### config.mk
export PLATFORM = sky130hd
export DESIGN_NAME = motion_arbiter
export DESIGN_NICKNAME = d
export VERILOG_FILES = /design/src/rtl/motion_arbiter.sv
export SDC_FILE = /design/constraint.sdc
export NUM_CORES = 1
export LEC_CHECK = 0
export ABC_CLOCK_PERIOD_IN_PS = 2500
export BUFFER_PORTS_ARGS = -buffer_cell sky130_fd_sc_hd__buf_4
export CORE_ASPECT_RATIO = 0.8
export CORE_MARGIN = 1.5
export CORE_UTILIZATION = 50
export CTS_CLUSTER_SIZE = 10
export DETAILED_ROUTE_END_ITERATION = 12
export GPL_ROUTABILITY_DRIVEN = 0
export PLACE_DENSITY_LB_ADDON = 0.12
export SLEW_MARGIN = 20
export SYNTH_ARGS = -nofsm -noshare
export SYNTH_HDL_FRONTEND = slang
export SYNTH_SLANG_ARGS = --single-unit
### constraint.sdc
create_clock -name clk -period 2.5 [get_ports clk]
set_clock_uncertainty 0.05 [all_clocks]
set_input_delay 0.25 -clock clk [delete_from_list [all_inputs] [get_ports clk]]
set_output_delay 0.25 -clock clk [all_outputs]
set_load 0.01 [all_outputs]
### src/rtl/motion_arbiter.sv
// motion_arbiter: shares the drive-motor command bus among spiral, wall-follow and
// bump-escape behaviours, forcing a stop settle window on each hand-over. Optional watchdog: MOTION_WDOG_EN.
module motion_arbiter #(
    parameter logic [31:0] SETTLE_CYCLES = 32'd8,
    parameter logic [31:0] MIN_HOLD      = 32'd200,
    parameter logic [31:0] WDOG_CYCLES   = 32'd100000
) (
    input  logic       clk,
    input  logic       rst_n,
    input  logic [2:0] req,
    input  logic [2:0] spd_in0,
    input  logic [2:0] spd_in1,
    input  logic [2:0] spd_in2,
    input  logic [9:0] cmd_in0,
    input  logic [9:0] cmd_in1,
    input  logic [9:0] cmd_in2,
    output logic [2:0] grant,
    output logic [1:0] owner,
    output logic [2:0] speed,
    output logic [9:0] command,
    output logic       busy,
    output logic       wdog_trip
);

    typedef enum logic [1:0] {
        S_IDLE   = 2'd0,
        S_GRANT  = 2'd1,
        S_SETTLE = 2'd2
    } state_t;

    state_t      state_q, state_d;
    logic [2:0]  grant_q, grant_d;
    logic [1:0]  owner_q, owner_d;
    logic [2:0]  speed_q, speed_d;
    logic [9:0]  command_q, command_d;
    logic        busy_q, busy_d;
    logic [31:0] hold_cnt_q, hold_cnt_d;
    logic [31:0] settle_cnt_q, settle_cnt_d;

    logic [2:0]  mask;
    logic [2:0]  req_eff;
    logic        win_valid;
    logic [1:0]  win_idx;
    logic        own_req;
    logic        preempt_esc;
    logic        preempt_wall;
    logic        wdog_hit;
    logic        exit_grant;
    logic        go_grant;

    function automatic logic [2:0] pick_spd(input logic [1:0] idx, input logic [2:0] s0,
                                            input logic [2:0] s1, input logic [2:0] s2);
        case (idx)
            2'd1:    return s1;
            2'd2:    return s2;
            default: return s0;
        endcase
    endfunction

    function automatic logic [9:0] pick_cmd(input logic [1:0] idx, input logic [9:0] c0,
                                            input logic [9:0] c1, input logic [9:0] c2);
        case (idx)
            2'd1:    return c1;
            2'd2:    return c2;
            default: return c0;
        endcase
    endfunction

    always_comb begin
        req_eff   = req & ~mask;
        win_valid = |req_eff;
        if (req_eff[2])      win_idx = 2'd2;
        else if (req_eff[1]) win_idx = 2'd1;
        else                 win_idx = 2'd0;
    end

    always_comb begin
        case (owner_q)
            2'd0:    own_req = req[0];
            2'd1:    own_req = req[1];
            2'd2:    own_req = req[2];
            default: own_req = 1'b0;
        endcase
        preempt_esc  = req_eff[2] && (owner_q != 2'd2);
        preempt_wall = (owner_q == 2'd0) && req_eff[1] && (hold_cnt_q >= MIN_HOLD);
        // All exit causes fold into one flag so coincident causes enter SETTLE once.
        exit_grant   = !own_req || preempt_esc || preempt_wall || wdog_hit;
    end

    always_comb begin
        state_d      = state_q;
        grant_d      = 3'b000;
        owner_d      = 2'b11;
        speed_d      = 3'd0;
        command_d    = 10'h000;
        busy_d       = 1'b0;
        hold_cnt_d   = hold_cnt_q;
        settle_cnt_d = settle_cnt_q;
        go_grant     = 1'b0;

        case (state_q)
            S_IDLE: begin
                if (win_valid) go_grant = 1'b1;
            end
            S_GRANT: begin
                busy_d = 1'b1;
                if (exit_grant) begin
                    state_d      = S_SETTLE;
                    settle_cnt_d = 32'd0;
                end else begin
                    grant_d    = grant_q;
                    owner_d    = owner_q;
                    speed_d    = pick_spd(owner_q, spd_in0, spd_in1, spd_in2);
                    command_d  = pick_cmd(owner_q, cmd_in0, cmd_in1, cmd_in2);
                    hold_cnt_d = (hold_cnt_q == 32'hFFFF_FFFF) ? hold_cnt_q : hold_cnt_q + 32'd1;
                end
            end
            S_SETTLE: begin
                busy_d = 1'b1;
                if (settle_cnt_q >= SETTLE_CYCLES - 32'd1) begin
                    if (win_valid) begin
                        go_grant = 1'b1;
                    end else begin
                        state_d = S_IDLE;
                        busy_d  = 1'b0;
                    end
                end else begin
                    settle_cnt_d = settle_cnt_q + 32'd1;
                end
            end
            default: state_d = S_IDLE;
        endcase

        if (go_grant) begin
            state_d    = S_GRANT;
            grant_d    = 3'b001 << win_idx;
            owner_d    = win_idx;
            speed_d    = pick_spd(win_idx, spd_in0, spd_in1, spd_in2);
            command_d  = pick_cmd(win_idx, cmd_in0, cmd_in1, cmd_in2);
            busy_d     = 1'b1;
            hold_cnt_d = 32'd0;
        end
    end

    always_ff @(posedge clk) begin
        if (!rst_n) begin
            state_q      <= S_IDLE;
            grant_q      <= 3'b000;
            owner_q      <= 2'b11;
            speed_q      <= 3'd0;
            command_q    <= 10'h000;
            busy_q       <= 1'b0;
            hold_cnt_q   <= 32'd0;
            settle_cnt_q <= 32'd0;
        end else begin
            state_q      <= state_d;
            grant_q      <= grant_d;
            owner_q      <= owner_d;
            speed_q      <= speed_d;
            command_q    <= command_d;
            busy_q       <= busy_d;
            hold_cnt_q   <= hold_cnt_d;
            settle_cnt_q <= settle_cnt_d;
        end
    end

`ifdef MOTION_WDOG_EN
    logic [31:0] wdog_cnt_q, wdog_cnt_d;
    logic [2:0]  mask_q, mask_d;
    logic        wdog_trip_q, wdog_trip_d;

    assign mask     = mask_q;
    assign wdog_hit = (state_q == S_GRANT) && ((wdog_cnt_q + 32'd1) >= WDOG_CYCLES);

    always_comb begin
        wdog_cnt_d  = wdog_cnt_q;
        // A mask bit survives only while its requester keeps asking.
        mask_d      = mask_q & req;
        wdog_trip_d = wdog_hit;
        if (go_grant)                wdog_cnt_d = 32'd0;
        else if (state_q == S_GRANT) wdog_cnt_d = wdog_cnt_q + 32'd1;
        if (wdog_hit) mask_d = mask_d | (3'b001 << owner_q);
    end

    always_ff @(posedge clk) begin
        if (!rst_n) begin
            wdog_cnt_q  <= 32'd0;
            mask_q      <= 3'b000;
            wdog_trip_q <= 1'b0;
        end else begin
            wdog_cnt_q  <= wdog_cnt_d;
            mask_q      <= mask_d;
            wdog_trip_q <= wdog_trip_d;
        end
    end

    assign wdog_trip = wdog_trip_q;
`else
    assign mask      = 3'b000;
    assign wdog_hit  = 1'b0;
    assign wdog_trip = 1'b0;
`endif

    assign grant   = grant_q;
    assign owner   = owner_q;
    assign speed   = speed_q;
    assign command = command_q;
    assign busy    = busy_q;

endmodule
### Yosys cells after proc, flatten, opt, wreduce, memory -nomap -nowiden

Cells that the tools add are included.

* add/subtract/negate cells: 2
* $lt $le $gt $ge: 2
* equal/unequal tests: 16
* shift operators: 1
* muxes and demuxes: 33
* bitwise operators: 4
* reductions and logical operators: 15

Operators by type and width (number)
* 32-bit by 1-bit adder with 32-bit output (second input constant): 2
* 32-bit 2-to-1 mux: 2
* 32-bit one-hot mux with 2 select lines: 1
* 10-bit one-hot mux with 2 select lines: 2
* 32-bit == test (second input constant): 1
* 32-bit by 3-bit greater-or-equal comparator with 1-bit output (second input constant): 1
* 32-bit by 8-bit greater-or-equal comparator with 1-bit output (second input constant): 1
* 10-bit 2-to-1 mux: 3
* 3-bit 2-to-1 mux: 6
* 2-bit 2-to-1 mux: 7
* 2-bit inequality test (second input constant): 6
* 3-bit one-hot mux with 2 select lines: 2
* 3-bit inequality test (second input constant): 3
* 4-bit AND reduction: 2
* 2-bit by 1-bit == test with 1-bit output (second input constant): 3
* 2-bit == test (second input constant): 3
* 1-bit 2-to-1 mux: 6
* 2-bit one-hot mux with 3 select lines: 1
* 3-bit AND reduction: 2
* 2-bit logical NOT: 2
* 1-bit NOT: 4
* 1-bit one-hot mux with 2 select lines: 2
* 1-bit logical AND: 3
* 1-bit one-hot mux with 3 select lines: 1
* other kinds (6): 7

* bits in registers: 85
* bits of input ports: 44
* output and inout bits: 20
* logic and storage cells: 82

### Depth between registers and ports, before layout

Gate-level depths: netlist (run 1).

* word-level depth: 8
* gate-level depth with buffers: 9
* gate-level depth less buffers: 8

### Worst setup path before layout (run 1)

OpenSTA, ideal clock, no wires.

* path kind: flip-flop to flip-flop
* start: register owner_q[0] (netlist: owner[0])
* end: register hold_cnt_q[27]
* library setup time: 70 ps
* arrival: 2096 ps
* required time: 2380 ps
* setup slack: 283 ps
* cell stages (with the launch flop): 8
* buffers on the path: 1
* clock period less this slack: 2217 ps
* path through: dfxtp_1 ha_1 a221oi_1 nor4b_2 nand2_2 buf_2 or4_1 a21oi_1

* cells in the longest elaborated chain, start to end: 7
* elaborated cells between the ends (all ways): 13
* those cells by class: eq/ne (3); mux (1); bitwise (1); reduce/logical (8)

RTL lines
* start: declaration: RTL line 33 `logic [1:0] owner_q, owner_d;`
* start signal: assignment: RTL line 158 `owner_q <= owner_d;`
* 2-bit == test (tied with other cells): RTL line 78 `case (owner_q)`
* 1-bit one-hot mux with 3 select lines: RTL line 78
* 1-bit logical NOT: RTL line 87 `exit_grant = !own_req || preempt_esc || preempt_wall || wdog_hit;`
* 1-bit logical OR: RTL line 87
* 1-bit logical OR *: RTL line 87
* 1-bit NOT (no source line) *
* 3-bit AND reduction (no source line) *
* end signal: assignment: RTL line 162 `hold_cnt_q <= hold_cnt_d;`
* end: declaration: RTL line 37 `logic [31:0] hold_cnt_q, hold_cnt_d;`

Every way passes the cells marked *; elsewhere a longest branch is shown, timed or not.
A chain may end at the register's enable or synchronous reset.

### Final worst setup path (run 1)

* start: register owner_q[1] (netlist: owner[1])
* end: register hold_cnt_q[7]

Same word-level chain as after synthesis.

==> load_flow_metrics.sql, run 1 <==
INSERT INTO impl_metrics (metric_group, metric, value, unit) VALUES
('logic_synthesis', 'yosysWarnings', '0', ''),
('routing', 'detail_route.wl_per_cell', '16.2', 'um'),
('place', 'place.port_buffers', '62', ''),
('die', 'placeableCoreArea', '8090', 'um2'),
('layout', 'area.growth.synth_to_final', '20.3', '%'),
('setup_path', 'crit_slowest_cell', 'sky130_fd_sc_hd__nor4b_4', ''),
('min_path', 'hold-path-endpoint', 'owner[0]', ''),
('die', 'die_area', '9070', 'um2'),
('min_path', 'worst_hold_path_type', 'in -> reg', ''),
('timing', 'rsz_0062_raised_after_global_routing', 'no', ''),
('timing', 'hold_viol_final', '0', ''),
('setup_path', 'worstSetupStartpointType', 'flip-flop', ''),
('logic_synthesis', 'synth_top_family_by_area', 'simple AND/OR/NAND/NOR gates', ''),
('timing', 'final_max_slew_viol_count', '0', ''),
('logic_synthesis', 'ys_dominant_reg_cell', 'sky130_fd_sc_hd__dfxtp_1', ''),
('timing', 'timing.hold.ws', '0.164', 'ns'),
('setup_path', 'timing.setup.critical_path_class', 'reg -> reg', ''),
('logic_synthesis', 'postSynthRegisterBits', '85', ''),
('setup_path', 'crit_buf_inv', '2', ''),
('pwr', 'power-per-cell-area', '553', 'nW/um2'),
('die', 'die_h', '85.5', 'um'),
('routing', 'drt-initial-drc-count', '300', ''),
('timing', 'max-slew-margin-rel', '0.512', ''),
('place', 'hpwlAfterDp', '7.50', 'mm'),
('setup_path', 'ff2ff_setup_slack', '0.16', 'ns'),
('min_path', 'min-delay-start', 'rst_n', ''),
('die', 'initial_utilization', '0.525', ''),
('setup_path', 'reg2regPathDepth', '8', ''),
('timing', 'final-setup-viol-count', '0', ''),
('layout', 'antennaDiodeCount', '0', ''),
('grt', 'grt_overflow', '0', ''),
('clock_tree', 'post_cts.repair.setup_buffers', '0', ''),
('logic_synthesis', 'yosys.area_share.adder', '0.0294', ''),
('clock_tree', 'cts_repair_resize_count', '0', ''),
('flow_run', 'max_cap_violations', '0', ''),
('logic_synthesis', 'synth_edf_count', '0', ''),
('clock_tree', 'cts_max_level', '3', ''),
('timing', 'final_min_period_over_clock_period', '0.935', ''),
('routing', 'dr_total_vias', '4040', ''),
('pwr', 'ir_worst_vdd', '0.518', 'mV'),
('routing', 'avgViaCountPerCell', '5.99', ''),
('layout', 'final_net_count', '615', ''),
('timing', 'max_freq', '428', 'MHz'),
('routing', 'drt_first_pass_iters', '5', ''),
('clock_tree', 'ctsHoldBuffers', '0', ''),
('logic_synthesis', 'synth_xor_xnor_area_share', '0.00824', ''),
('routing', 'route.detailed.drc', '0', ''),
('routing', 'totalWireLength', '10.9', 'mm'),
('clock_tree', 'cts_buffers', '9', ''),
('grt', 'number_of_antenna_violations_at_the_first_check_in_global_routing', '0', ''),
('die', 'die_width', '106', 'um'),
('logic_synthesis', 'synth_nets', '555', ''),
('timing', 'worstMarginPinSlew', '0.732', 'ns'),
('clock_tree', 'max-clock-path-buffers', '2', ''),
('setup_path', 'timing.critical_path.to_type', 'flip-flop', ''),
('layout', 'final_layout_size_suffix_gt1_frac', '0.196', ''),
('setup_path', 'largest_stage_delay_on_the_critical_path', '0.50', 'ns'),
('logic_synthesis', 'synthesis.area_per_instance', '8.49', 'um2'),
('clock_tree', 'cts_tree', 'built', ''),
('pwr', 'power.leakage', '1.94', 'nW'),
('setup_path', 'worst_r2r_endpoint', 'hold_cnt_q[7]', ''),
('setup_path', 'worstPathRequired', '2.76', 'ns'),
('outcome', 'status', 'finished clean', ''),
('setup_path', 'worstPathCellList', 'inv_1, ha_1, a221oi_1, nor4b_4, nand3b_4, buf_12, or4_1, a21oi_1', ''),
('routing', 'antenna_left', '0', ''),
('logic_synthesis', 'synth_cells', '501', ''),
('logic_synthesis', 'ys_seq_area_frac', '0.400', ''),
('setup_path', 'worstPathMaxFanout', '35', ''),
('clock_tree', 'worst_skew_pair.late_latency', '0.38', 'ns'),
('timing', 'min_period', '2.34', 'ns'),
('grt', 'grt_pass1_vias', '3704', '');
## how the worst max path moves through the flow
stage	endpoint	startpoint	depth (start not counted)	slack (ns)
global route	command[0]	settle_cnt_q[0]	6	0.02
detailed placement	command[2]	owner[1]	7	0.02
floorplan	hold_cnt_q[27]	owner[0]	7	0.28
global placement	command[3]	settle_cnt_q[0]	6	0.17
CTS	settle_cnt_q[12]	owner[0]	8	0.002
finish	hold_cnt_q[7]	owner[1]	8	0.16
## sequential cells by signal, indices dropped and copies added (netlist names)
name,flops
grant,3
busy,1
command,10
settle_cnt_q,32
owner,2
hold_cnt_q,32
state_q,2
speed,3
## per-layer routing
layer	global-route usage	vias to the layer above	routed length, um
met5	0	-	0
met4	0.0749	0	116
met3	0.0553	10	598
met2	0.381	104	4970
met1	0.356	1913	5220
li1	-	2013	-
## cell usage after synthesis (2+ instances only)
master,number,share of area
sky130_fd_sc_hd__inv_1,15,0.013
sky130_fd_sc_hd__nand2_1,42,0.037
sky130_fd_sc_hd__nand3_1,25,0.029
sky130_fd_sc_hd__o31a_1,2,0.0041
sky130_fd_sc_hd__nor4_1,17,0.025
sky130_fd_sc_hd__buf_2,5,0.0059
sky130_fd_sc_hd__mux2i_1,16,0.038
sky130_fd_sc_hd__nand4_1,19,0.028
sky130_fd_sc_hd__or2_2,2,0.0029
sky130_fd_sc_hd__a31oi_1,2,0.0029
sky130_fd_sc_hd__o41ai_1,14,0.029
sky130_fd_sc_hd__o311ai_0,2,0.0041
sky130_fd_sc_hd__ha_1,10,0.029
sky130_fd_sc_hd__a22oi_1,13,0.023
sky130_fd_sc_hd__o21ai_0,41,0.048
sky130_fd_sc_hd__or3_1,15,0.022
sky130_fd_sc_hd__o31ai_1,17,0.030
sky130_fd_sc_hd__buf_1,3,0.0026
sky130_fd_sc_hd__or4_1,17,0.030
sky130_fd_sc_hd__a21oi_1,32,0.038
sky130_fd_sc_hd__and3_1,3,0.0044
sky130_fd_sc_hd__clkbuf_1,20,0.018
sky130_fd_sc_hd__and2_1,28,0.041
sky130_fd_sc_hd__dfxtp_1,85,0.40
sky130_fd_sc_hd__nor3_1,7,0.0082
sky130_fd_sc_hd__xnor2_1,2,0.0041
sky130_fd_sc_hd__buf_4,3,0.0053
sky130_fd_sc_hd__xor2_1,2,0.0041
sky130_fd_sc_hd__nor2_1,13,0.011
sky130_fd_sc_hd__o211ai_1,4,0.0071
## kinds of logic after synthesis
| logic type | after synthesis |
|---|---|
| buf+inv | 48 |
| mux | 16 |
| flops | 85 |
| xor+xnor | 4 |
| fa+ha+maj | 10 |
| simple gates | 201 |
| compound gates | 136 |
| other cells | 1 |
## through the flow
| step | util | instance area (um2) | setup slack, ns | instances | power, W |
|---|---|---|---|---|---|
| 6_report | 0.632 | 5120 | 0.162 | 674 | 0.00283 |
| 5_1_grt | 0.632 | 5120 | 0.0235 | 674 | 0.00296 |
| 4_1_cts | 0.627 | 5080 | 0.00233 | 674 | 0.00284 |
| 3_5_place_dp | 0.602 | 4870 | 0.0173 | 658 | 0.00187 |
| 3_3_place_gp | 0.602 | 4870 | 0.170 | 658 | 0.00186 |
| 2_1_floorplan | - | 4250 | 0.283 | 501 | 0.00168 |
## worst reg2reg max path: stages, from the launching register on
cell and delay (ns):
sky130_fd_sc_hd__dfxtp_2 0.36, sky130_fd_sc_hd__inv_1 0.09, sky130_fd_sc_hd__ha_1 0.20, sky130_fd_sc_hd__a221oi_1 0.13, sky130_fd_sc_hd__nor4b_4 0.51, sky130_fd_sc_hd__nand3b_4 0.13, sky130_fd_sc_hd__buf_12 0.19, sky130_fd_sc_hd__or4_1 0.48
sky130_fd_sc_hd__a21oi_1 0.16
## area by class of cell
type,instances,area (um2)
clock buffer,9,124
multi-input combinational,368,2390
clock inverter,7,80.1
inverter,16,60.1
tap,108,135
sequential,85,1700
timing repair buffer,81,624
fill,697,2980
## power by group
group	total (W)	leakage [nW]	switching (W)	internal [W]
Clock	0.000978	0.0994	0.000582	0.000396
Combinational	0.000451	1.15	0.000262	0.000189
Sequential	0.00140	0.688	0.0000168	0.00138
## cells in the final DEF (no fill, tap or decap), types with 2 or more instances in the layout
cell type                  instances
sky130_fd_sc_hd__dfxtp_1          83
sky130_fd_sc_hd__buf_4            79
sky130_fd_sc_hd__nand2_1          42
sky130_fd_sc_hd__o21ai_0          40
sky130_fd_sc_hd__a21oi_1          31
sky130_fd_sc_hd__and2_1           28
sky130_fd_sc_hd__nand3_1          25
sky130_fd_sc_hd__nand4_1          19
sky130_fd_sc_hd__nor4_1           17
sky130_fd_sc_hd__o31ai_1          17
sky130_fd_sc_hd__or4_1            17
sky130_fd_sc_hd__mux2i_1          16
sky130_fd_sc_hd__inv_1            15
sky130_fd_sc_hd__or3_1            15
sky130_fd_sc_hd__o41ai_1          14
sky130_fd_sc_hd__a22oi_1          13
sky130_fd_sc_hd__nor2_1           13
sky130_fd_sc_hd__ha_1             10
sky130_fd_sc_hd__clkbuf_8          9
sky130_fd_sc_hd__nor3_1            7
sky130_fd_sc_hd__o211ai_1          4
sky130_fd_sc_hd__and3_1            3
sky130_fd_sc_hd__xor2_1            2
sky130_fd_sc_hd__or2_2             2
sky130_fd_sc_hd__a31oi_1           2
sky130_fd_sc_hd__o31a_1            2
sky130_fd_sc_hd__o311ai_0          2
sky130_fd_sc_hd__xnor2_1           2
sky130_fd_sc_hd__inv_8             2
sky130_fd_sc_hd__clkinv_8          2
sky130_fd_sc_hd__dfxtp_2           2
Power figures use the tool's default switching activity.
==> run 2, diff against run 1 <==
--- a/config.mk
+++ b/config.mk
@@ -8,7 +8,7 @@
 export ABC_CLOCK_PERIOD_IN_PS = 2500
 export BUFFER_PORTS_ARGS = -buffer_cell sky130_fd_sc_hd__buf_4
 export CORE_ASPECT_RATIO = 0.8
-export CORE_MARGIN = 1.5
+export CORE_MARGIN = 5
 export CORE_UTILIZATION = 50
 export CTS_CLUSTER_SIZE = 10
 export DETAILED_ROUTE_END_ITERATION = 12
==> run 2 against run 1 <==
Cell count grew 1.0%. Die area increased by 15%. Global-route usage fell by 3.7 points. Highest routed layer unchanged.
==> load_flow_metrics.sql, run 2 (synthesized netlist as in run 1, its figures left out) <==
INSERT INTO impl_metrics (metric_group, metric, value, unit) VALUES
('outcome', 'status', 'finished clean', ''),
('min_path', 'worst_hold_path_type', 'in -> reg', ''),
('clock_tree', 'cts_tree', 'built', ''),
('routing', 'drt-initial-drc-count', '364', ''),
('layout', 'mostFrequentLayoutCells', 'sky130_fd_sc_hd__dfxtp_1, sky130_fd_sc_hd__buf_4, sky130_fd_sc_hd__nand2_1', ''),
('place', 'hpwlAfterDp', '7.77', 'mm'),
('setup_path', 'timing.setup.critical_path_class', 'reg -> reg', ''),
('timing', 'post-route-worst-setup-slack', '0.130', 'ns'),
('setup_path', 'timing.critical_path.arrival', '2.62', 'ns'),
('setup_path', 'critical-path-top-delay-family', 'simple AND/OR/NAND/NOR gates', ''),
('clock_tree', 'number_of_clock_sinks', '85', ''),
('routing', 'totalWireLength', '11.0', 'mm'),
('clock_tree', 'cts_max_level', '3', ''),
('timing', 'final_min_period_over_clock_period', '0.948', ''),
('die', 'die_area', '10500', 'um2'),
('setup_path', 'timing.critical_path.to_type', 'flip-flop', ''),
('grt', 'grt_pass1_vias', '3723', ''),
('pwr', 'ir_worst_vdd', '0.479', 'mV'),
('setup_path', 'worstPathMaxFanout', '5', ''),
('routing', 'antenna_left', '0', ''),
('clock_tree', 'worst_setup_hold_path_clk_slew', '0.10', 'ns'),
('layout', 'layoutNonFillerInstCount', '681', ''),
('clock_tree', 'ctsHoldBuffers', '0', ''),
('die', 'die_h', '92.5', 'um'),
('layout', 'area.growth.synth_to_final', '20.2', '%'),
('die', 'fp-row-count', '30', ''),
('place', 'place.detailed.instances', '663', ''),
('clock_tree', 'cell_at_the_root_of_the_clock_tree', 'sky130_fd_sc_hd__clkbuf_8', ''),
('pwr', 'power-per-cell-area', '551', 'nW/um2'),
('timing', 'rsz_0062_raised_after_global_routing', 'no', ''),
('die', 'initial_utilization', '0.508', ''),
('setup_path', 'worstPathRequired', '2.75', 'ns'),
('setup_path', 'critical_path.most_common_cell', 'sky130_fd_sc_hd__buf_4', ''),
('routing', 'detail_route.wl_per_cell', '16.1', 'um'),
('timing', 'final-setup-viol-count', '0', ''),
('die', 'die_width', '113', 'um'),
('routing', 'dr_total_vias', '4034', ''),
('timing', 'max_freq', '422', 'MHz'),
('min_path', 'min-delay-start', 'req[1]', ''),
('setup_path', 'cp-startpoint', 'owner[0]', ''),
('routing', 'route.detailed.drc', '0', ''),
('layout', 'final_layout_size_suffix_gt1_frac', '0.195', ''),
('setup_path', 'crit_buf_inv', '3', ''),
('die', 'floorplan.io_pins', '64', ''),
('die', 'placeableCoreArea', '8370', 'um2'),
('timing', 'min_period', '2.37', 'ns'),
('setup_path', 'largest_stage_delay_on_the_critical_path', '0.50', 'ns'),
('clock_tree', 'cts_buffers', '9', ''),
('layout', 'final_net_count', '618', ''),
('timing', 'hold_viol_final', '0', ''),
('timing', 'final_max_slew_viol_count', '0', ''),
('pwr', 'power.leakage', '1.95', 'nW'),
('layout', 'mostFrequentLayoutCell', 'sky130_fd_sc_hd__dfxtp_1', ''),
('clock_tree', 'worst_skew_pair.late_latency', '0.36', 'ns'),
('flow_run', 'max_cap_violations', '0', ''),
('setup_path', 'worstSetupStartpointType', 'flip-flop', ''),
('grt', 'grt_overflow', '0', ''),
('setup_path', 'worstPathCellList', 'inv_1, ha_1, a221oi_1, nor4b_2, buf_4, buf_4, and2_1, or4b_1, a21oi_1', ''),
('timing', 'worstMarginPinSlew', '0.736', 'ns'),
('grt', 'number_of_antenna_violations_at_the_first_check_in_global_routing', '0', ''),
('timing', 'timing.setup.tns', '0', 'ns'),
('grt', 'grt_start_max_net_pins', '36', ''),
('clock_tree', 'max-clock-path-buffers', '2', ''),
('routing', 'avgViaCountPerCell', '5.92', ''),
('routing', 'drt_first_pass_iters', '5', ''),
('grt', 'grt_pass1_wl', '18.5', 'mm'),
('setup_path', 'crit_slowest_cell', 'sky130_fd_sc_hd__or4b_1', ''),
('grt', 'grtUsageTotal', '0.213', ''),
('place', 'pre_cts_ws', '0.0229', 'ns'),
('layout', 'utilization', '0.610', ''),
('layout', 'antennaDiodeCount', '0', ''),
('setup_path', 'timing.rr.start', 'owner[0]', ''),
('place', 'place.port_buffers', '62', ''),
('timing', 'max-slew-margin-rel', '0.509', '');
==> run 2: path summary, 6_finish.rpt <==
path / end / slack [ns] / cells after the start
setup / recovery: state_q[1] / 0.13 / 9
hold / removal: grant[0] / 0.1 / 2
setup reg to reg: state_q[1] / 0.13 / 9
hold reg to reg: settle_cnt_q[23] / 0.42 / 1
==> run 2: layer usage <==
layer	up-vias	track usage	share of wire
li1	2018	-	-
met1	1908	0.305	0.48
met2	100	0.322	0.45
met3	8	0.0568	0.062
met4	0	0.0460	0.0086
met5	-	0	0
==> run 2: power by group <==
part / internal [W] / leakage (nW) / total (W) / switching, W
sequential: 0.00138 / 0.688 / 0.00140 / 0.0000158
clock: 0.000396 / 0.101 / 0.000975 / 0.000579
combinational: 0.000187 / 1.16 / 0.000443 / 0.000256
total: 0.00197 / 1.95 / 0.00282 / 0.000851
==> run 2: metrics by stage <==
| step | total power, W | hold WS [ns] | cell area, um2 |
|---|---|---|---|
| floorplan | 0.00168 | 0.380 | 4250 |
| global placement | 0.00186 | 0.393 | 4880 |
| detailed placement | 0.00187 | 0.396 | 4880 |
| CTS | 0.00284 | 0.0821 | 5100 |
| global route | 0.00294 | 0.0768 | 5110 |
| finish | 0.00282 | 0.0980 | 5110 |
==> run 2: worst register-to-register path: stages, from the launching register on <==
cell	delay (ns)
sky130_fd_sc_hd__dfxtp_1	0.42
sky130_fd_sc_hd__inv_1	0.09
sky130_fd_sc_hd__ha_1	0.23
sky130_fd_sc_hd__a221oi_1	0.31
sky130_fd_sc_hd__nor4b_2	0.10
sky130_fd_sc_hd__buf_4	0.17
sky130_fd_sc_hd__buf_4	0.13
sky130_fd_sc_hd__and2_1	0.17
sky130_fd_sc_hd__or4b_1	0.50
sky130_fd_sc_hd__a21oi_1	0.14
==> run 2: cell type report <==
cell class / count / area, um2
fill: 730 / 3260
multi-input combinational: 368 / 2370
sequential: 85 / 1700
timing repair buffer: 84 / 643
tap: 112 / 140
clock buffer: 9 / 124
clock inverter: 7 / 73.8
inverter: 16 / 60.1
==> run 2: repair_timing <==
item,4_1_cts,5_1_grt
pin swaps,1,0
setup endpoints to repair,1,17
setup buffers,2,0
resized for setup,0,2
==> run 3, diff against run 2 <==
--- a/config.mk
+++ b/config.mk
@@ -5,6 +5,7 @@
 export SDC_FILE = /design/constraint.sdc
 export NUM_CORES = 1
 export LEC_CHECK = 0
+export ABC_AREA = 1
 export ABC_CLOCK_PERIOD_IN_PS = 2500
 export BUFFER_PORTS_ARGS = -buffer_cell sky130_fd_sc_hd__buf_4
 export CORE_ASPECT_RATIO = 0.8
@@ -13,6 +14,7 @@
 export CTS_CLUSTER_SIZE = 10
 export DETAILED_ROUTE_END_ITERATION = 12
 export GPL_ROUTABILITY_DRIVEN = 0
+export HOLD_SLACK_MARGIN = 0.12
 export PLACE_DENSITY_LB_ADDON = 0.12
 export SLEW_MARGIN = 20
 export SYNTH_ARGS = -nofsm -noshare
==> run 3 against run 2 <==
Maximum frequency is 7.9% higher. Core utilization is 1.8 points lower. Wire length is 13% higher. Sequential share of layout area is 3.0 points lower. Largest cell class unchanged. Highest routed layer unchanged.
==> load_flow_metrics.sql, run 3 <==
INSERT INTO impl_metrics (metric_group, metric, value, unit) VALUES
('outcome', 'status', 'finished clean', ''),
('clock_tree', 'max-clock-path-buffers', '2', ''),
('min_path', 'worst_hold_path_type', 'in -> reg', ''),
('layout', 'num-fill-cells', '904', ''),
('clock_tree', 'cts_max_level', '3', ''),
('timing', 'max_freq', '455', 'MHz'),
('layout', 'area.growth.synth_to_final', '17.2', '%'),
('grt', 'grt_pass1_vias', '4266', ''),
('logic_synthesis', 'share_of_flip_flops_with_an_asynchronous_set_or_reset', '0', ''),
('clock_tree', 'cts_repair_resize_count', '0', ''),
('die', 'initial_utilization', '0.506', ''),
('setup_path', 'ff2ff_setup_slack', '0.30', 'ns'),
('routing', 'totalWireLength', '12.4', 'mm'),
('layout', 'antennaDiodeCount', '0', ''),
('die', 'floorplan.io_pins', '64', ''),
('min_path', 'timing.hold.worst_path_depth', '3', ''),
('logic_synthesis', 'yosys.area_share.adder', '0.0261', ''),
('pwr', 'seqPwrFrac', '0.434', ''),
('die', 'placeableCoreArea', '9490', 'um2'),
('place', 'place.port_buffers', '62', ''),
('pwr', 'p_clk_frac', '0.428', ''),
('logic_synthesis', 'synth_area', '4800', 'um2'),
('die', 'die_width', '120', 'um'),
('logic_synthesis', 'yosysWarnings', '0', ''),
('pwr', 'internal-power', '0.00238', 'W'),
('min_path', 'hold-path-endpoint', 'grant[2]', ''),
('setup_path', 'timing.rr.start', 'owner[0]', ''),
('routing', 'avgViaCountPerCell', '5.33', ''),
('clock_tree', 'cts_buffers', '9', ''),
('routing', 'antenna_left', '0', ''),
('timing', 'post-route-worst-setup-slack', '0.304', 'ns'),
('clock_tree', 'worst_skew_pair.late_latency', '0.34', 'ns'),
('logic_synthesis', 'yosys.area.top_type_share', '0.355', ''),
('place', 'hpwlAfterDp', '8.71', 'mm'),
('timing', 'final_max_slew_viol_count', '0', ''),
('clock_tree', 'number_of_clock_sinks', '85', ''),
('logic_synthesis', 'ys_seq_area_frac', '0.355', ''),
('layout', 'mostFrequentLayoutCell', 'sky130_fd_sc_hd__nand2_1', ''),
('setup_path', 'worstSetupStartpointType', 'flip-flop', ''),
('setup_path', 'reg2regPathDepth', '9', ''),
('pwr', 'swShare', '0.262', ''),
('layout', 'final_layout_size_suffix_gt1_frac', '0.143', ''),
('min_path', 'min-delay-start', 'req[2]', ''),
('timing', 'timing.setup.tns', '0', 'ns'),
('routing', 'detail_route.wl_per_cell', '13.9', 'um'),
('layout', 'utilization', '0.593', ''),
('logic_synthesis', 'synth_edf_count', '0', ''),
('logic_synthesis', 'distinct_cells_synth', '35', ''),
('routing', 'dr_total_vias', '4758', ''),
('setup_path', 'worst_r2r_endpoint', 'hold_cnt_q[7]', ''),
('timing', 'worstMarginPinSlew', '0.574', 'ns'),
('clock_tree', 'cts_tree', 'built', ''),
('place', 'pre_cts_ws', '0.301', 'ns'),
('logic_synthesis', 'synth-simple-area-share', '0.353', ''),
('logic_synthesis', 'synth_most_common_cell', 'sky130_fd_sc_hd__nand2_1', ''),
('logic_synthesis', 'postSynthRegisterBits', '85', ''),
('timing', 'timing.hold.ws', '0.186', 'ns'),
('die', 'fp-row-count', '32', ''),
('die', 'die_h', '97.6', 'um'),
('logic_synthesis', 'synth_nets', '774', ''),
('pwr', 'design_power_total', '0.00322', 'W'),
('pwr', 'ir_worst_vdd', '0.440', 'mV'),
('pwr', 'switchingPower', '0.000843', 'W'),
('grt', 'grt_start_max_net_pins', '51', ''),
('routing', 'drt-initial-drc-count', '461', ''),
('pwr', 'power-per-cell-area', '573', 'nW/um2'),
('routing', 'route.detailed.drc', '0', ''),
('logic_synthesis', 'synth.top_cells.by_area', 'sky130_fd_sc_hd__dfxtp_1, sky130_fd_sc_hd__nand2_1, sky130_fd_sc_hd__nor2_1, sky130_fd_sc_hd__nand3_1, sky130_fd_sc_hd__a21oi_1', ''),
('logic_synthesis', 'synthMuxAreaShare', '0.0305', ''),
('clock_tree', 'worst_setup_hold_path_clk_slew', '0.06', 'ns'),
('logic_synthesis', 'synth_compound_gate_area_share', '0.111', ''),
('timing', 'max-slew-margin-rel', '0.618', ''),
('pwr', 'combinationalPowerShare', '0.138', ''),
('setup_path', 'timing.critical_path.arrival', '2.41', 'ns'),
('setup_path', 'timing.setup.critical_path_class', 'reg -> reg', ''),
('setup_path', 'worstPathRequired', '2.71', 'ns'),
('setup_path', 'worstPathMaxFanout', '41', ''),
('logic_synthesis', 'netlist_top_cells_count', 'sky130_fd_sc_hd__nand2_1, sky130_fd_sc_hd__nor2_1, sky130_fd_sc_hd__dfxtp_1', ''),
('die', 'die_area', '11700', 'um2'),
('timing', 'min_period', '2.20', 'ns'),
('setup_path', 'timing.critical_path.to_type', 'flip-flop', ''),
('layout', 'mostFrequentLayoutCells', 'sky130_fd_sc_hd__nand2_1, sky130_fd_sc_hd__nor2_1, sky130_fd_sc_hd__dfxtp_1', ''),
('layout', 'register_area', '1700', 'um2'),
('logic_synthesis', 'ys_dominant_reg_cell', 'sky130_fd_sc_hd__dfxtp_1', ''),
('flow_run', 'max_cap_violations', '0', ''),
('layout', 'final_net_count', '823', ''),
('logic_synthesis', 'synth_top_family_by_area', 'simple AND/OR/NAND/NOR gates', ''),
('timing', 'final_min_period_over_clock_period', '0.878', ''),
('logic_synthesis', 'synth_top_area_cell', 'sky130_fd_sc_hd__dfxtp_1', ''),
('pwr', 'power.leakage', '2.28', 'nW'),
('routing', 'drt_first_pass_iters', '5', ''),
('timing', 'hold_viol_final', '0', ''),
('timing', 'rsz_0062_raised_after_global_routing', 'no', ''),
('layout', 'footprint_of_the_multi_input_gates', '2730', 'um2'),
('grt', 'grt_pass1_wl', '21.0', 'mm'),
('grt', 'number_of_antenna_violations_at_the_first_check_in_global_routing', '0', ''),
('logic_synthesis', 'synthesis.area_per_instance', '6.66', 'um2'),
('logic_synthesis', 'synth_xor_xnor_area_share', '0.0456', ''),
('timing', 'final-setup-viol-count', '0', ''),
('clock_tree', 'cell_at_the_root_of_the_clock_tree', 'sky130_fd_sc_hd__clkbuf_16', ''),
('grt', 'grt_overflow', '0', ''),
('grt', 'grtUsageTotal', '0.215', ''),
('logic_synthesis', 'synth_cells', '720', '');
-- run 3: cell count changes in the layout (fill, tap and decap cells not counted), moves of 15 or more --
| cell | before | now |
|---|---|---|
| sky130_fd_sc_hd__a21oi_1 | 31 | 55 |
| sky130_fd_sc_hd__and2_1 | 28 | 0 |
| sky130_fd_sc_hd__buf_4 | 83 | 67 |
| sky130_fd_sc_hd__inv_1 | 15 | 51 |
| sky130_fd_sc_hd__mux2i_1 | 16 | 0 |
| sky130_fd_sc_hd__nand2_1 | 42 | 206 |
| sky130_fd_sc_hd__nand3_1 | 25 | 63 |
| sky130_fd_sc_hd__nor2_1 | 13 | 118 |
| sky130_fd_sc_hd__nor4_1 | 17 | 0 |
| sky130_fd_sc_hd__o21ai_0 | 40 | 12 |
| sky130_fd_sc_hd__o31ai_1 | 17 | 0 |
| sky130_fd_sc_hd__or3_1 | 15 | 0 |
| sky130_fd_sc_hd__or4_1 | 17 | 0 |
-- run 3: cells by family after synthesis --
| kind of cell | after synthesis |
|---|---|
| xor+xnor | 25 |
| compound gates | 93 |
| fa+ha+maj | 10 |
| mux | 13 |
| other cells | 1 |
| flops | 85 |
| buf+inv | 86 |
| simple gates | 407 |
-- run 3: worst max path at each step --
stage	startpoint	to	slack, ns
floorplan	owner[0]	command[0]	0.65
global placement	owner[0]	settle_cnt_q[1]	0.42
detailed placement	settle_cnt_q[0]	settle_cnt_q[0]	0.30
CTS	settle_cnt_q[0]	settle_cnt_q[0]	0.30
global route	settle_cnt_q[0]	settle_cnt_q[13]	0.06
finish	owner[0]	hold_cnt_q[7]	0.30
-- run 3: metrics by stage --
| stage | area (um2) | std cells |
|---|---|---|
| 2_1_floorplan | 4800 | 720 |
| 3_3_place_gp | 5310 | 876 |
| 3_5_place_dp | 5310 | 876 |
| 4_1_cts | 5620 | 893 |
| 5_1_grt | 5620 | 893 |
| 6_report | 5620 | 893 |
-- run 3: critical path, cell delays in order, from the launching register on --
cell and delay, ns:
sky130_fd_sc_hd__dfxtp_1 0.36, sky130_fd_sc_hd__inv_1 0.11, sky130_fd_sc_hd__ha_1 0.29, sky130_fd_sc_hd__o21ai_1 0.10
sky130_fd_sc_hd__a31oi_2 0.30, sky130_fd_sc_hd__inv_2 0.08, sky130_fd_sc_hd__nor2_4 0.27, sky130_fd_sc_hd__buf_12 0.26
sky130_fd_sc_hd__nand3_1 0.11, sky130_fd_sc_hd__a21oi_1 0.17
-- run 3: layout make-up --
type | instances | area share
Multi-Input combinational cell | 549 | 0.485
Timing Repair Buffer | 69 | 0.0948
Inverter | 55 | 0.0367
Clock buffer | 11 | 0.0432
Sequential cell | 85 | 0.303
Clock inverter | 5 | 0.0113
Tap cell | 119 | 0.0265
-- run 3: power by group through the flow --
| stage | Sequential, W | Clock, W | Combinational [W] |
|---|---|---|---|
| detailed placement | 0.00143 | 0 | 0.000439 |
| global route | 0.00140 | 0.00147 | 0.000488 |
| finish | 0.00140 | 0.00138 | 0.000445 |
| CTS | 0.00140 | 0.00142 | 0.000443 |
| floorplan | 0.00144 | 0 | 0.000279 |
| global placement | 0.00143 | 0 | 0.000432 |
-- run 3: repair_timing --
item,in CTS,in global routing
buffers inserted,0,0
endpoints found under the hold margin,2,0
hold buffers,1,0
-- run 3: per-layer routing --
layer | track usage | vias up | wire, um
met5 | 0 | - | 0
met4 | 0.0563 | 0 | 158
met3 | 0.0442 | 16 | 887
met2 | 0.324 | 163 | 5380
met1 | 0.312 | 2164 | 5990
li1 | - | 2415 | -
